===== src/rtl/uart_tx_arbiter.sv =====
`default_nettype none
// ============================================================================
// Module      : uart_tx_arbiter
// Description : Shares one UART transmitter between N_REQ byte sources.
//               Round-robin grant with packet lock: the granted requester
//               keeps the transmitter until it sends a byte flagged last.
//               A watchdog releases the transmitter when uart_tx stops
//               answering, or when a locked owner stops supplying bytes.
// Ports       : i_clock / i_reset  clock, synchronous active-high reset
//               i_req, i_data,     per-requester byte available, byte
//               i_last             (k at [k*NB_DATA +: NB_DATA]), end of packet
//               o_ack              one-cycle pop pulse to the served requester
//               o_grant            one-hot owner, zero when free
//               o_tx_data,         byte and start pulse to uart_tx
//               o_tx_start
//               i_tx_done          one-cycle pulse from uart_tx after stop bit
//               o_busy             arbiter not idle
//               o_timeout          one-cycle pulse on watchdog release
// Revision    : 1.0  initial release
// ============================================================================
module uart_tx_arbiter #(
    parameter int N_REQ   = 4,
    parameter int NB_DATA = 8,
    parameter int NB_TO   = 16,
    parameter int TIMEOUT = 65535
) (
    input  logic                     i_clock,
    input  logic                     i_reset,
    input  logic [N_REQ-1:0]         i_req,
    input  logic [N_REQ*NB_DATA-1:0] i_data,
    input  logic [N_REQ-1:0]         i_last,
    output logic [N_REQ-1:0]         o_ack,
    output logic [N_REQ-1:0]         o_grant,
    output logic [NB_DATA-1:0]       o_tx_data,
    output logic                     o_tx_start,
    input  logic                     i_tx_done,
    output logic                     o_busy,
    output logic                     o_timeout
);

    localparam int                  c_NB_IDX   = (N_REQ > 1) ? $clog2(N_REQ) : 1;
    localparam logic [NB_TO-1:0]    c_TIMEOUT  = NB_TO'(TIMEOUT);
    localparam logic [c_NB_IDX-1:0] c_LAST_IDX = c_NB_IDX'(N_REQ - 1);

    typedef enum logic [1:0] {
        S_IDLE      = 2'd0,
        S_START     = 2'd1,
        S_WAIT_DONE = 2'd2,
        S_LOCKED    = 2'd3
    } state_t;

    state_t                r_state;
    state_t                w_state_next;
    logic [c_NB_IDX-1:0]   r_rr_ptr;
    logic [c_NB_IDX-1:0]   r_owner;
    logic                  r_last_q;
    logic [NB_TO-1:0]      r_wd;
    logic [N_REQ-1:0]      r_ack;
    logic [N_REQ-1:0]      r_grant;
    logic [NB_DATA-1:0]    r_tx_data;
    logic                  r_tx_start;
    logic                  r_busy;
    logic                  r_timeout;

    logic                  w_rr_found;
    logic [c_NB_IDX-1:0]   w_rr_idx;
    logic                  w_take;
    logic [c_NB_IDX-1:0]   w_take_idx;
    logic [N_REQ-1:0]      w_onehot;
    logic [NB_DATA-1:0]    w_take_data;
    logic                  w_release;
    logic                  w_timeout;
    logic                  w_tx_start;
    logic                  w_wd_clr;
    logic                  w_wd_inc;
    logic                  w_wd_hit;
    logic [c_NB_IDX-1:0]   w_ptr_after_owner;

    // (base + off) mod N_REQ, with off in [0, N_REQ-1]
    function automatic logic [c_NB_IDX-1:0] f_wrap_add(input logic [c_NB_IDX-1:0] base,
                                                       input int off);
        int v_sum;
        v_sum = int'(base) + off;
        if (v_sum >= N_REQ) begin
            v_sum = v_sum - N_REQ;
        end
        return c_NB_IDX'(v_sum);
    endfunction

    // Round-robin scan starting at r_rr_ptr. Walking the offsets from the
    // highest down lets the lowest offset with a request win.
    always_comb begin
        w_rr_found = 1'b0;
        w_rr_idx   = r_rr_ptr;
        for (int i = N_REQ - 1; i >= 0; i--) begin
            if (i_req[f_wrap_add(r_rr_ptr, i)]) begin
                w_rr_found = 1'b1;
                w_rr_idx   = f_wrap_add(r_rr_ptr, i);
            end
        end
    end

    // The watchdog fires on the edge where wd would reach TIMEOUT, so the
    // pulse appears TIMEOUT cycles after entering WAIT_DONE or LOCKED.
    assign w_wd_hit          = ((r_wd + NB_TO'(1)) == c_TIMEOUT);
    assign w_ptr_after_owner = (r_owner == c_LAST_IDX) ? '0 : (r_owner + 1'b1);
    assign w_onehot          = N_REQ'(1) << w_take_idx;
    assign w_take_data       = i_data[w_take_idx*NB_DATA +: NB_DATA];

    always_comb begin
        w_state_next = r_state;
        w_take       = 1'b0;
        w_take_idx   = r_owner;
        w_release    = 1'b0;
        w_timeout    = 1'b0;
        w_tx_start   = 1'b0;
        w_wd_clr     = 1'b0;
        w_wd_inc     = 1'b0;
        case (r_state)
            S_IDLE: begin
                if (w_rr_found) begin
                    w_take       = 1'b1;
                    w_take_idx   = w_rr_idx;
                    w_state_next = S_START;
                end
            end
            S_START: begin
                w_tx_start   = 1'b1;
                w_wd_clr     = 1'b1;
                w_state_next = S_WAIT_DONE;
            end
            S_WAIT_DONE: begin
                // A done arriving on the timeout edge wins over the watchdog
                if (i_tx_done) begin
                    if (r_last_q) begin
                        w_release    = 1'b1;
                        w_state_next = S_IDLE;
                    end else begin
                        w_wd_clr     = 1'b1;
                        w_state_next = S_LOCKED;
                    end
                end else if (w_wd_hit) begin
                    w_timeout    = 1'b1;
                    w_release    = 1'b1;
                    w_state_next = S_IDLE;
                end else begin
                    w_wd_inc = 1'b1;
                end
            end
            S_LOCKED: begin
                // Only the owner may continue its packet
                if (i_req[r_owner]) begin
                    w_take       = 1'b1;
                    w_take_idx   = r_owner;
                    w_state_next = S_START;
                end else if (w_wd_hit) begin
                    w_timeout    = 1'b1;
                    w_release    = 1'b1;
                    w_state_next = S_IDLE;
                end else begin
                    w_wd_inc = 1'b1;
                end
            end
            default: begin
                w_state_next = S_IDLE;
            end
        endcase
    end

    always_ff @(posedge i_clock) begin
        if (i_reset) begin
            r_state    <= S_IDLE;
            r_rr_ptr   <= '0;
            r_owner    <= '0;
            r_last_q   <= 1'b0;
            r_wd       <= '0;
            r_ack      <= '0;
            r_grant    <= '0;
            r_tx_data  <= '0;
            r_tx_start <= 1'b0;
            r_busy     <= 1'b0;
            r_timeout  <= 1'b0;
        end else begin
            r_state    <= w_state_next;
            r_busy     <= (w_state_next != S_IDLE);
            r_tx_start <= w_tx_start;
            r_timeout  <= w_timeout;
            r_ack      <= '0;
            if (w_take) begin
                r_owner   <= w_take_idx;
                r_grant   <= w_onehot;
                r_tx_data <= w_take_data;
                r_last_q  <= i_last[w_take_idx];
                r_ack     <= w_onehot;
            end
            if (w_release) begin
                r_grant  <= '0;
                r_rr_ptr <= w_ptr_after_owner;
            end
            if (w_wd_clr) begin
                r_wd <= '0;
            end else if (w_wd_inc) begin
                r_wd <= r_wd + NB_TO'(1);
            end
        end
    end

    assign o_ack      = r_ack;
    assign o_grant    = r_grant;
    assign o_tx_data  = r_tx_data;
    assign o_tx_start = r_tx_start;
    assign o_busy     = r_busy;
    assign o_timeout  = r_timeout;

endmodule
`default_nettype wire


===== config.mk =====
export PLATFORM = sky130hd
export DESIGN_NAME = uart_tx_arbiter
export DESIGN_NICKNAME = d
export VERILOG_FILES = /design/src/rtl/uart_tx_arbiter.sv
export SDC_FILE = /design/constraint.sdc
export NUM_CORES = 1
export LEC_CHECK = 0
export ABC_AREA = 0
export ABC_CLOCK_PERIOD_IN_PS = 3200
export CAP_MARGIN = 25
export CORE_UTILIZATION = 25
export DETAILED_ROUTE_END_ITERATION = 10
export PLACE_DENSITY_LB_ADDON = 0.05
export SETUP_SLACK_MARGIN = 0.4
export SLEW_MARGIN = 30
export SYNTH_ARGS = -nofsm -noshare
export SYNTH_HDL_FRONTEND = slang
export SYNTH_SLANG_ARGS = --single-unit

===== constraint.sdc =====
create_clock -name i_clock -period 3.2 [get_ports i_clock]
set_input_delay 0.8 -clock i_clock [delete_from_list [all_inputs] [get_ports i_clock]]
set_output_delay 0.8 -clock i_clock [all_outputs]
set_load 0.05 [all_outputs]

==> results.toml, run 1 <==
[timing]
slew_violations = 0
slew_headroom = 0.626
rsz0062_at_grt = "false"
setup_viol = 0
finalHoldViolCount = 0
timing.fmax_mhz = 371
timing.final.crit_share = 0.842
tns_ps = 0
worst_slew_pin_slew_ps = 560
skew_ps = 8.60
fin_crit_ps = 2700

[power]
ir_worst_vdd_mv = 0.152
seqPwrFrac = 0.416
clock_power_share = 0.253
switching_share = 0.344
p_int_uw = 918
p_sw_uw = 482
power_frac_comb = 0.332
cellPowerDensity_nw_per_um2 = 412
p_leak_uw = 0.00117

[grt]
grt_pass1_vias = 2188
antenna_found_initial = 0
grt_usage = 0.133
grt_max_degree = 28
overflow = 0
grt_pass1_wl_um = 10800

[cells_and_area]
layout-drive-gt1-share = 0.104
mostFrequentLayoutCells = "clkdlybuf4s50_1 (61), dfxtp_1 (42), nand2_1 (26)"
syn2layout_area_growth_pct = 34.1
n_antenna_cell = 0
finalCoreUtilization = 0.346
nNetsFinal = 415
layout_commonest_cell = "clkdlybuf4s50_1"

[critical_path]
cp-startpoint = "i_req[2]"
rr_endpoint = "r_rr_ptr[1]"
start_kind = "input pin"
cp_max_fo = 14
path_class = "in2reg"
worstRegToRegCells = 8
critPathArrivalTime_ps = 2870
crit_required_ps = 3370
cp-end-kind = "flop"
ff2ff_setup_slack_ps = 660
timing.rr.start = "r_wd[1]"

[yosys]
async_flop_share = 0
synth_edf_count = 0
avgSynthCellArea_sq_um = 8.37
ys_seq_elements = 42
ys.flop_type = "dfxtp_1"
ys_warn_count = 0
seq_area_frac_synth = 0.331
synth_fp_nets = 354
ys_types = 58
syn_inst = 303
syn-cell-area_sq_um = 2540

[flow_run]
maxCapViolCount = 0

[cts]
ctsHoldBuffers = 0
clk-insertion-delay-late_ps = 300
h-tree-depth = 2
cts.path.max_buffers = 2
cts-root-buf = "clkbuf_8"
cts_tree = "built"
cts_sinks = 42
cts.clk_slew.worst_paths_ps = 90
numCtsBuffers = 5
postCtsSetupBuffers = 0

[placed_design]
dp_hpwl_um = 4930
place_congestion = 0.776
port-buffer-count = 61

[route]
wl_um = 6820
vias = 2350
drt_first_pass_iters = 4
first_iter_violations = 97
ant_nets = 0
drc = 0
viasPerCell = 4.72
wl_per_cell_um = 13.7

[floorplan]
core_area_sq_um = 9820
io_pins = 62
die_height_um = 103
rows = 36
initial_core_util = 0.258
die_area_sq_um = 10600
dieWidth_um = 103

[worst_hold_path]
min_to = "o_tx_data[0]"
worstHoldPathType = "reg2reg"
hold_depth = 2
holdCritStartpoint = "o_tx_data[0]"

[outcome]
status = "finished clean"
what timing repair did:
item,in CTS,in global routing
gates resized for setup,1,1
endpoints found under the setup margin,1,1
pin swaps,0,0
cloned,0,1
flip-flops by register name, indices dropped and copies added, names as in the netlist:
| register | cells |
|---|---|
| r_wd | 16 |
| o_tx_data | 8 |
| o_ack | 4 |
| o_grant | 4 |
| r_owner | 2 |
| r_rr_ptr | 2 |
| r_state | 2 |
| o_busy | 1 |
| o_timeout | 1 |
| o_tx_start | 1 |
| r_last_q | 1 |
power by group through the flow:
stage / Sequential [uW] / Clock, uW / Combinational [uW]
after global routing: 588 / 393 / 501
after CTS: 583 / 373 / 457
after global placement: 594 / 0 / 456
after detailed placement: 594 / 0 / 455
after floorplan: 691 / 0 / 187
final: 582 / 354 / 464
cell families after synthesis:
| kind of cell | after synthesis | share of synthesized area |
|---|---|---|
| flip-flops | 42 | 0.331 |
| buffers and inverters | 30 | 0.0715 |
| multiplexers | 29 | 0.124 |
| AO/OA/AOI/OAI | 65 | 0.158 |
| AND/OR/NAND/NOR | 120 | 0.245 |
| XOR/XNOR | 9 | 0.0311 |
| adder cells (fa/ha/maj) | 8 | 0.0394 |
area by class of cell:
| class | instances | area, sq um |
|---|---|---|
| Multi-Input combinational cell | 231 | 1530 |
| Sequential cell | 42 | 841 |
| Clock inverter | 2 | 13.8 |
| Timing Repair Buffer | 72 | 736 |
| Clock buffer | 6 | 72.6 |
| Tap cell | 133 | 166 |
| Fill cell | 1081 | 6420 |
| Inverter | 12 | 45.0 |
layer usage:
layer | track usage | vias up | part of all wire
li1 | - | 1214 | -
met1 | 0.171 | 1060 | 0.49
met2 | 0.213 | 69 | 0.44
met3 | 0.0454 | 7 | 0.068
met4 | 0.0358 | 0 | 0.0092
met5 | 0 | - | 0
critical path, cell delays in order:
cell             delay [ps]
clkdlybuf4s50_1         420
buf_4                   150
or4_4                   510
nand2_2                 150
a22o_4                  190
buf_12                  170
mux2i_1                 220
mux2_2                  180
o21ai_0                  60
metrics by stage:
stage          total power [uW]  setup WS [ps]  instance area, sq um  cells  hold WS (ps)
3_3_place_gp               1050            134                  3280    489           447
2_1_floorplan               878            739                  2540    303           454
6_report                   1400            505                  3400    498           466
5_1_grt                    1480            401                  3400    498           500
4_1_cts                    1410            492                  3370    497           472
3_5_place_dp               1050           79.3                  3280    489           455
worst max-delay path by stage:
stage                         endpoint  cells past startpoint
after floorplan               r_wd[13]                      7
after global placement        r_wd[13]                      7
after detailed placement      r_wd[15]                      7
after CTS                 o_tx_data[6]                      9
after global routing       r_rr_ptr[0]                      7
final                     o_tx_data[6]                      9
cell usage after synthesis (all sizes together) (2+ instances only):
| library cell | count | area share |
|---|---|---|
| a21o | 2 | 0.0059 |
| a21oi | 20 | 0.042 |
| a31oi | 2 | 0.0049 |
| and3 | 3 | 0.0074 |
| buf | 9 | 0.032 |
| clkbuf | 8 | 0.017 |
| dfxtp | 42 | 0.33 |
| ha | 8 | 0.039 |
| inv | 12 | 0.018 |
| mux2 | 9 | 0.040 |
| mux2i | 19 | 0.075 |
| nand2 | 28 | 0.043 |
| nand2b | 6 | 0.015 |
| nand3 | 17 | 0.034 |
| nand4 | 8 | 0.020 |
| nor2 | 22 | 0.034 |
| nor2b | 2 | 0.0049 |
| nor3 | 16 | 0.032 |
| nor3b | 3 | 0.0089 |
| nor4 | 2 | 0.011 |
| o21a | 2 | 0.0059 |
| o21ai | 22 | 0.043 |
| o22ai | 3 | 0.0074 |
| or3 | 8 | 0.020 |
| xnor2 | 5 | 0.017 |
| xor2 | 4 | 0.014 |
(Power assumes the default switching activity.)
==> run 2: changes to the inputs <==
- ABC_CLOCK_PERIOD_IN_PS: 3200 -> 2500
- clock period: 3.2 -> 2.5 ns (I/O delays scaled with it)
==> run 2 against run 1 <==
Compared with the run above: die area unchanged; sequential share of layout area decreased by 3.4 points; sequential power rose by 28%; critical path depth down 2; setup slack worse by 65 ps; routed wire length up 6.2%; final area rose by 17%.
==> results.toml, run 2 (synthesis results as in run 1) <==
[outcome]
status = "finished clean"

[placed_design]
port-buffer-count = 61
dp_hpwl_um = 5170
place_congestion = 0.753

[power]
switching_share = 0.311
clock_power_share = 0.315
seqPwrFrac = 0.351
power_frac_comb = 0.334
p_leak_uw = 0.00165
totalPowerFinal_uw = 2120
p_int_uw = 1460
ir_worst_vdd_mv = 0.233
p_sw_uw = 660
cellPowerDensity_nw_per_um2 = 533

[critical_path]
path_class = "in2reg"
ff2ff_setup_slack_ps = 470
cp_max_fo = 5
critical_path.top_delay_family = "simple AND/OR/NAND/NOR gates"
max_stage_delay_ps = 520
cp_cell_sequence = "buf_6 -> mux4_2 -> nor2_2 -> a21oi_2 -> or3_4 -> or3_4 -> a21oi_2"
crit_required_ps = 2740
critPathArrivalTime_ps = 2300
crit_buf_inv = 1
cp-end-kind = "flop"
start_kind = "input pin"
critPathSlowestCell = "mux4_2"

[timing]
tns_ps = 0
slew_headroom = 0.641
worst_slew_pin_slew_ps = 538
fin_crit_ps = 2060
hold_ws_ps = 464
skew_ps = 4.52
timing.fmax_mhz = 485
slew_violations = 0
setup_viol = 0
timing.final.crit_share = 0.824
rsz0062_at_grt = "true"
finalHoldViolCount = 0

[floorplan]
io_pins = 62
die_height_um = 103
core_area_sq_um = 9820
initial_core_util = 0.258
die_area_sq_um = 10600
dieWidth_um = 103
rows = 36

[cts]
cts.path.max_buffers = 2
numCtsBuffers = 5
cts_tree = "built"
cts_sinks = 42
h-tree-depth = 2
cts.clk_slew.worst_paths_ps = 90
ctsHoldBuffers = 0
cts-root-buf = "clkbuf_8"
clk-insertion-delay-late_ps = 300

[cells_and_area]
fillCellCount = 1054
layout-drive-gt1-share = 0.274
mostFrequentLayoutCells = "clkdlybuf4s50_1 (41), dfxtp_1 (37), buf_4 (30)"
layout_commonest_cell = "clkdlybuf4s50_1"
regMostFlops = "r_wd"
nNetsFinal = 448
regArea_sq_um = 850
n_antenna_cell = 0
finalCoreUtilization = 0.405
largest_reg_flops = 16
multi_input_area_sq_um = 1710
syn2layout_area_growth_pct = 56.8

[route]
drc = 0
ant_nets = 0
wl_um = 7250
wl_per_cell_um = 13.6
drt_first_pass_iters = 4
viasPerCell = 4.70
vias = 2497
first_iter_violations = 68

[grt]
antenna_found_initial = 0
grt_max_degree = 17
grt_pass1_wl_um = 11600
grt_usage = 0.143
overflow = 0
grt_pass1_vias = 2346

[worst_hold_path]
worstHoldPathType = "reg2reg"

[flow_run]
maxCapViolCount = 0
-- run 2: repair_timing --
action | in CTS | in global routing
cloned | 2 | 0
pin swaps | 11 | 17
gates resized for setup | 48 | 38
setup endpoints to repair | 46 | 37
setup buffers | 7 | 1
-- run 2: worst min-delay path, stage by stage (launching register included) --
cell and delay [ps]:
dfxtp_1 320, nand3_1 60, o21ai_1 50
-- run 2: power groups by stage --
| stage | logic [uW] | registers [uW] | clock network (uW) |
|---|---|---|---|
| 2_1_floorplan | 256 | 885 | 0 |
| 3_3_place_gp | 661 | 759 | 0 |
| 5_1_grt | 762 | 749 | 708 |
| 4_1_cts | 700 | 744 | 686 |
| 3_5_place_dp | 658 | 760 | 0 |
| 6_report | 708 | 743 | 668 |
-- run 2: final timing paths --
check	startpoint	end	cells past startpoint
max reg2reg	r_owner[0]	r_wd[15]	6
max	i_req[3]	r_wd[15]	7
min	o_tx_data[1]	o_tx_data[1]	2
min reg2reg	o_tx_data[1]	o_tx_data[1]	2
-- run 2: area by class of cell --
type	count	area share
multi-input cells	232	0.429
repair buffers	104	0.269
flip-flops and latches	42	0.214
well taps	133	0.0418
clock buffers	5	0.0173
clock inverters	3	0.0173
inverters	12	0.0120
-- run 2: through the flow --
step                      area, sq um  std cells  setup slack [ps]
final                            3980        531               440
after global routing             3980        531               348
after CTS                        3810        530               393
after detailed placement         3510        513              -315
after global placement           3510        513              -284
after floorplan                  2570        303               248
-- run 2: layer usage --
layer / wire (um) / vias to the layer above / track usage
li1: - / 1285 / -
met1: 3370 / 1157 / 0.185
met2: 3470 / 50 / 0.236
met3: 334 / 5 / 0.0366
met4: 67 / 0 / 0.0390
met5: 0 / - / 0
